===== config.mk =====
export PLATFORM = sky130hd
export DESIGN_NAME = pipe_stage_reg
export DESIGN_NICKNAME = d
export VERILOG_FILES = /design/src/rtl/pipe_stage_reg_pkg.sv /design/src/rtl/pipe_stage_reg_perf_cnt.sv /design/src/rtl/pipe_stage_reg.sv
export SDC_FILE = /design/constraint.sdc
export NUM_CORES = 1
export LEC_CHECK = 0
export CORE_MARGIN = 5
export CORE_UTILIZATION = 42
export CTS_CLUSTER_SIZE = 14
export DETAILED_ROUTE_END_ITERATION = 6
export GPL_ROUTABILITY_DRIVEN = 1
export PLACE_DENSITY = 0.95
export SLEW_MARGIN = 20
export SYNTH_ARGS = -nofsm -noshare
export SYNTH_HDL_FRONTEND = slang
export SYNTH_SLANG_ARGS = --single-unit

===== constraint.sdc =====
create_clock -name clk -period 2.9 [get_ports clk]
set_input_delay 0.58 -clock clk [delete_from_list [all_inputs] [get_ports clk]]
set_output_delay 0.58 -clock clk [all_outputs]
set_load 0.03 [all_outputs]

===== src/rtl/pipe_stage_reg_pkg.sv =====
// Shared constants, the saturated Tnew decrement and the priority-resolved
// action encoding used by the pipeline stage register.
package pipe_pkg;

    localparam logic [31:0] RESET_PC_DEFAULT = 32'h0000_3000;
    localparam logic [31:0] EXC_ENTRY_PC     = 32'h0000_4180;
    localparam int          TNEW_W_DEFAULT   = 3;
    localparam logic [31:0] PERF_CNT_MAX     = 32'hFFFF_FFFF;

    typedef enum logic [2:0] {
        ACT_RESET,
        ACT_FLUSH,
        ACT_HOLD,
        ACT_BUBBLE,
        ACT_LOAD
    } stage_action_e;

    // Callers zero-extend Tnew into 32 bits and truncate the result back;
    // the result never exceeds the input, so truncation is lossless.
    function automatic logic [31:0] tnew_dec(input logic [31:0] tnew);
        logic [31:0] result;
        if (tnew == 32'd0) begin
            result = 32'd0;
        end else begin
            result = tnew - 32'd1;
        end
        return result;
    endfunction

    function automatic stage_action_e resolve_action(
        input logic reset,
        input logic flush,
        input logic stall,
        input logic bubble
    );
        stage_action_e act;
        if (reset) begin
            act = ACT_RESET;
        end else if (flush) begin
            act = ACT_FLUSH;
        end else if (stall) begin
            act = ACT_HOLD;
        end else if (bubble) begin
            act = ACT_BUBBLE;
        end else begin
            act = ACT_LOAD;
        end
        return act;
    endfunction

endpackage


===== src/rtl/pipe_stage_reg_perf_cnt.sv =====
// Saturating 32-bit event counter with synchronous reset and clear.
module pipe_perf_cnt
    import pipe_pkg::*;
(
    input  logic        clk,
    input  logic        reset,
    input  logic        inc,
    input  logic        clr,
    output logic [31:0] count
);

    logic [31:0] r_count;

    // Clear beats increment; the count sticks at all-ones instead of wrapping.
    always_ff @(posedge clk) begin
        if (reset) begin
            r_count <= 32'd0;
        end else if (clr) begin
            r_count <= 32'd0;
        end else if (inc && (r_count != PERF_CNT_MAX)) begin
            r_count <= r_count + 32'd1;
        end
    end

    assign count = r_count;

endmodule


===== src/rtl/pipe_stage_reg.sv =====
// Configurable pipeline stage register (valid/pc/bd/Tnew/payload) with
// hold, pc-preserving bubble and flush. PIPE_STAGE_PERF_EN adds stall/bubble counters.
module pipe_stage_reg
    import pipe_pkg::*;
#(
    parameter int          WIDTH            = 64,
    parameter int          TNEW_W           = TNEW_W_DEFAULT,
    parameter int          DEC_TNEW         = 1,
    parameter int          CLEAR_ON_INVALID = 1,
    parameter logic [31:0] RESET_PC         = RESET_PC_DEFAULT,
    parameter logic [31:0] FLUSH_PC         = EXC_ENTRY_PC
)(
    input  logic              clk,
    input  logic              reset,
    input  logic              stall,
    input  logic              bubble,
    input  logic              flush,
    input  logic              in_valid,
    input  logic [31:0]       in_pc,
    input  logic              in_bd,
    input  logic [TNEW_W-1:0] in_tnew,
    input  logic [WIDTH-1:0]  in_data,
    output logic              out_valid,
    output logic [31:0]       out_pc,
    output logic              out_bd,
    output logic [TNEW_W-1:0] out_tnew,
    output logic [WIDTH-1:0]  out_data
`ifdef PIPE_STAGE_PERF_EN
    ,
    output logic [31:0]       perf_hold_cnt,
    output logic [31:0]       perf_bubble_cnt
`endif
);

    stage_action_e     w_action;
    logic [TNEW_W-1:0] w_tnew_dec;
    logic [TNEW_W-1:0] w_load_tnew;
    logic [WIDTH-1:0]  w_load_data;

    logic              r_valid;
    logic [31:0]       r_pc;
    logic              r_bd;
    logic [TNEW_W-1:0] r_tnew;
    logic [WIDTH-1:0]  r_data;

    // An invalid entry never carries a pending Tnew, whatever the decrement mode.
    always_comb begin
        w_action    = resolve_action(reset, flush, stall, bubble);
        w_tnew_dec  = TNEW_W'(tnew_dec(32'(in_tnew)));
        w_load_tnew = '0;
        if (in_valid) begin
            w_load_tnew = (DEC_TNEW != 0) ? w_tnew_dec : in_tnew;
        end
        w_load_data = in_data;
        if ((CLEAR_ON_INVALID != 0) && !in_valid) begin
            w_load_data = '0;
        end
    end

    always_ff @(posedge clk) begin
        if (reset) begin
            r_valid <= 1'b0;
            r_pc    <= RESET_PC;
            r_bd    <= 1'b0;
            r_tnew  <= '0;
            r_data  <= '0;
        end else begin
            case (w_action)
                ACT_FLUSH: begin
                    r_valid <= 1'b0;
                    r_pc    <= FLUSH_PC;
                    r_bd    <= 1'b0;
                    r_tnew  <= '0;
                    r_data  <= '0;
                end
                ACT_HOLD: begin
                    r_valid <= r_valid;
                    r_pc    <= r_pc;
                    r_bd    <= r_bd;
                    r_tnew  <= r_tnew;
                    r_data  <= r_data;
                end
                // Bubble keeps the stalled instruction's pc/bd visible for EPC.
                ACT_BUBBLE: begin
                    r_valid <= 1'b0;
                    r_pc    <= in_pc;
                    r_bd    <= in_bd;
                    r_tnew  <= '0;
                    r_data  <= '0;
                end
                default: begin
                    r_valid <= in_valid;
                    r_pc    <= in_pc;
                    r_bd    <= in_bd;
                    r_tnew  <= w_load_tnew;
                    r_data  <= w_load_data;
                end
            endcase
        end
    end

    assign out_valid = r_valid;
    assign out_pc    = r_pc;
    assign out_bd    = r_bd;
    assign out_tnew  = r_tnew;
    assign out_data  = r_data;

`ifdef PIPE_STAGE_PERF_EN
    logic w_hold_applied;
    logic w_bubble_applied;
    logic w_flush_applied;

    assign w_hold_applied   = (w_action == ACT_HOLD);
    assign w_bubble_applied = (w_action == ACT_BUBBLE);
    assign w_flush_applied  = (w_action == ACT_FLUSH);

    pipe_perf_cnt u_hold_cnt (
        .clk   (clk),
        .reset (reset),
        .inc   (w_hold_applied),
        .clr   (w_flush_applied),
        .count (perf_hold_cnt)
    );

    pipe_perf_cnt u_bubble_cnt (
        .clk   (clk),
        .reset (reset),
        .inc   (w_bubble_applied),
        .clr   (w_flush_applied),
        .count (perf_bubble_cnt)
    );
`else
    // No counters in this build; the stage behaves identically.
`endif

endmodule


==> qor.yml <==
outcome:
  status: "completed"
global_routing:
  grt_antenna_before_repair: 0
  grt_max_degree: 54
  grt_pass1_wl_mm: 19.1
  grt-ovfl-total: 0
  track_usage: 0.207
  grt_pass1_vias: 3795
clocking:
  postCtsSetupBuffers: 0
  clk_latency_ns: 0.34
  clockBufferDepth: 2
  clockRootBuffer: "clkbuf_8"
  cts_tree: "done"
  clk_pin_slew_ns: 0.09
  cts_resized: 0
  htree_levels: 3
  numCtsBuffers: 9
  holdBufCountCts: 0
  clock-sinks: 101
run:
  drv_cap: 0
yosys:
  syn_area_mm2: 0.00379
  ys_types: 25
  ys_seq_area_frac: 0.534
  syn_avg_cell_area_um2: 9.37
  syn_nets: 512
  synthCells: 404
  synth_seq_cells: 101
  yosys_warnings: 0
timing:
  final_hold_viol_count: 0
  rsz0062_at_grt: "no"
  setup_viol: 0
  relSlewSlack: 0.488
  period_needed_ns: 2.06
  fin_setup_tns_ns: 0
  clock_skew_ns: 0
  slew_violations: 0
  tightest_slew_ns: 0.768
  max_freq_mhz: 485
  timing.final.crit_share: 0.711
worst_setup_path:
  slowest_delay_ns: 0.67
  required_ns: 3.16
  cp_top_family: "buffers and inverters"
  rr_worst_depth: 2
  path_cells: "clkdlybuf4s50_1 -> nor3_4 -> buf_4 -> o211ai_1 -> a21oi_1"
  slowest_stage: "clkdlybuf4s50_1"
  crit_path_start: "flush"
  timing.rr.end: "out_pc[8]"
  crit_path_end_kind: "flip-flop"
  endpoint: "out_data[37]"
  critPathArrivalTime_ns: 2.32
  r2r-start: "out_pc[8]"
  crit_buf_inv: 2
  crit_type: "primary input to flip-flop"
  cp.depth: 5
  start_kind: "primary input"
  worst-r2r-setup-slack_ns: 2.15
  path_max_fanout: 40
routing:
  wirelength_mm: 11.9
  drtIter0Drc: 160
  firstDrtPassIters: 4
  vias: 3765
  wl_per_cell_um: 17.1
  vias_per_cell: 5.39
  ant_nets: 0
  drc: 0
final_layout:
  drive_gt1_frac: 0.0492
  n_fill_cell: 675
  antenna_cells: 0
  nNetsFinal: 694
  area_delta_synth_final_pct: 59.3
  final_area_mm2: 0.00603
power_and_ir_drop:
  intPower_mw: 2.09
  comb_power_share: 0.183
  clkPwrFrac: 0.298
  p_per_area_mw_per_mm2: 468
  p_seq_frac: 0.519
  switchingPower_uw: 730
  leakage_nw: 2.07
  ir_drop_v: 0.000325
  p_sw_frac: 0.259
placement:
  dp_hpwl_mm: 8.76
  place_area_mm2: 0.00585
  io_buffers: 206
  finalWeightedCongestion: 0.766
die:
  dieWidth_um: 105
  die_area_mm2: 0.0110
  die_h_um: 105
  start_util: 0.432
  ios: 207
  rows: 34
  coreArea_mm2: 0.00876
worst_hold_path:
  worstHoldPathCells: 2
  hold_path.class: "flip-flop to flip-flop"
[how the worst min path moves through the flow]
stage | from | endpoint | slack, ns
after detailed placement | out_data[12] | out_data[12] | 0.45
after floorplan | out_data[10] | out_data[10] | 0.58
after global placement | out_data[40] | out_data[40] | 0.44
after global routing | out_data[61] | out_data[61] | 0.47
final | out_data[12] | out_data[12] | 0.46
after CTS | out_data[12] | out_data[12] | 0.46
[placed cells by master (no fill, tap or decap), types with 2 or more instances in the layout]
master / netlist / routed
clkdlybuf4s50_1: 0 / 204
dfxtp_1: 101 / 101
nand2_1: 68 / 68
a21oi_1: 68 / 68
o211ai_1: 66 / 66
a22o_1: 26 / 26
buf_4: 9 / 10
clkbuf_8: 0 / 9
mux2i_1: 4 / 4
nor2_1: 4 / 4
nor2b_1: 3 / 3
a211oi_1: 3 / 3
inv_1: 2 / 2
nor3_1: 2 / 2
o21bai_1: 2 / 2
ha_1: 2 / 2
clkbuf_1: 18 / 2
clkinvlp_4: 0 / 2
[metrics by stage]
step	util	total power, mW	worst slack, ns	hold slack (ns)	std cells
after detailed placement	0.668	2.01	0.505	0.446	683
after global routing	0.688	2.94	0.750	0.472	698
after floorplan	-	1.73	1.33	0.576	404
after global placement	0.668	2.00	0.589	0.438	683
final	0.688	2.82	0.839	0.455	698
after CTS	0.688	2.85	0.877	0.458	698
[metal layers]
metal | up-vias | wire length [µm] | global-route usage
met1 | 1755 | 4560 | 0.231
met5 | - | 0 | 0
met4 | 0 | 249 | 0.0721
met2 | 173 | 6250 | 0.374
li1 | 1811 | - | -
met3 | 26 | 887 | 0.0580
[worst min-delay path: cells and delay by family (launching register included)]
| kind | cells | cell delay, ns |
|---|---|---|
| AND/OR/NAND/NOR | 1 | 0.05 |
| AO/OA/AOI/OAI | 1 | 0.05 |
| flip-flops | 1 | 0.32 |
[sequential cells by signal, summed over array words and instances, names as in the netlist]
name / cells
out_bd: 1
out_data: 64
out_pc: 32
out_tnew: 3
out_valid: 1
[power by group through the flow]
| stage | Clock [mW] | Sequential (mW) | Combinational [mW] |
|---|---|---|---|
| 6_report | 0.841 | 1.46 | 0.516 |
| 5_1_grt | 0.922 | 1.47 | 0.547 |
| 4_1_cts | 0.870 | 1.46 | 0.519 |
| 3_5_place_dp | 0 | 1.50 | 0.516 |
| 3_3_place_gp | 0 | 1.49 | 0.505 |
| 2_1_floorplan | 0 | 1.59 | 0.142 |
[synth_stat cells]
cell type / number / area (µm²)
dfxtp_1: 101 / 2020
a21oi_1: 68 / 340
nand2_1: 68 / 255
o211ai_1: 66 / 495
a22o_1: 26 / 228
clkbuf_1: 18 / 67.6
buf_2: 13 / 65.1
buf_4: 9 / 67.6
buf_1: 5 / 18.8
mux2i_1: 4 / 40.0
nor2_1: 4 / 15.0
a211oi_1: 3 / 22.5
nor2b_1: 3 / 18.8
ha_1: 2 / 25.0
inv_1: 2 / 7.51
nor3_1: 2 / 10.0
o21bai_1: 2 / 15.0
and2_1: 1 / 6.26
nor3_2: 1 / 10.0
nor3_4: 1 / 16.3
nor3b_1: 1 / 7.51
nor3b_2: 1 / 12.5
o21ai_0: 1 / 5.00
o221ai_1: 1 / 8.76
or2_2: 1 / 6.26
[cell families after synthesis]
logic type               count (synthesis)  share of synthesized area
buffers and inverters                   47                     0.0598
adder cells (fa/ha/maj)                  2                    0.00661
AO/OA/AOI/OAI                          167                      0.294
AND/OR/NAND/NOR                         83                     0.0945
multiplexers                             4                     0.0106
flip-flops                             101                      0.534
[area by class of cell]
type	count	area [µm²]	share of cell area
clock buffer	11	131	0.0218
clock inverter	4	50.0	0.00830
inverter	2	7.51	0.00124
multi-input combinational	256	1540	0.256
sequential	101	2020	0.335
tap	108	135	0.0224
timing repair buffer	216	2140	0.355
Power figures use the tool's default switching activity.
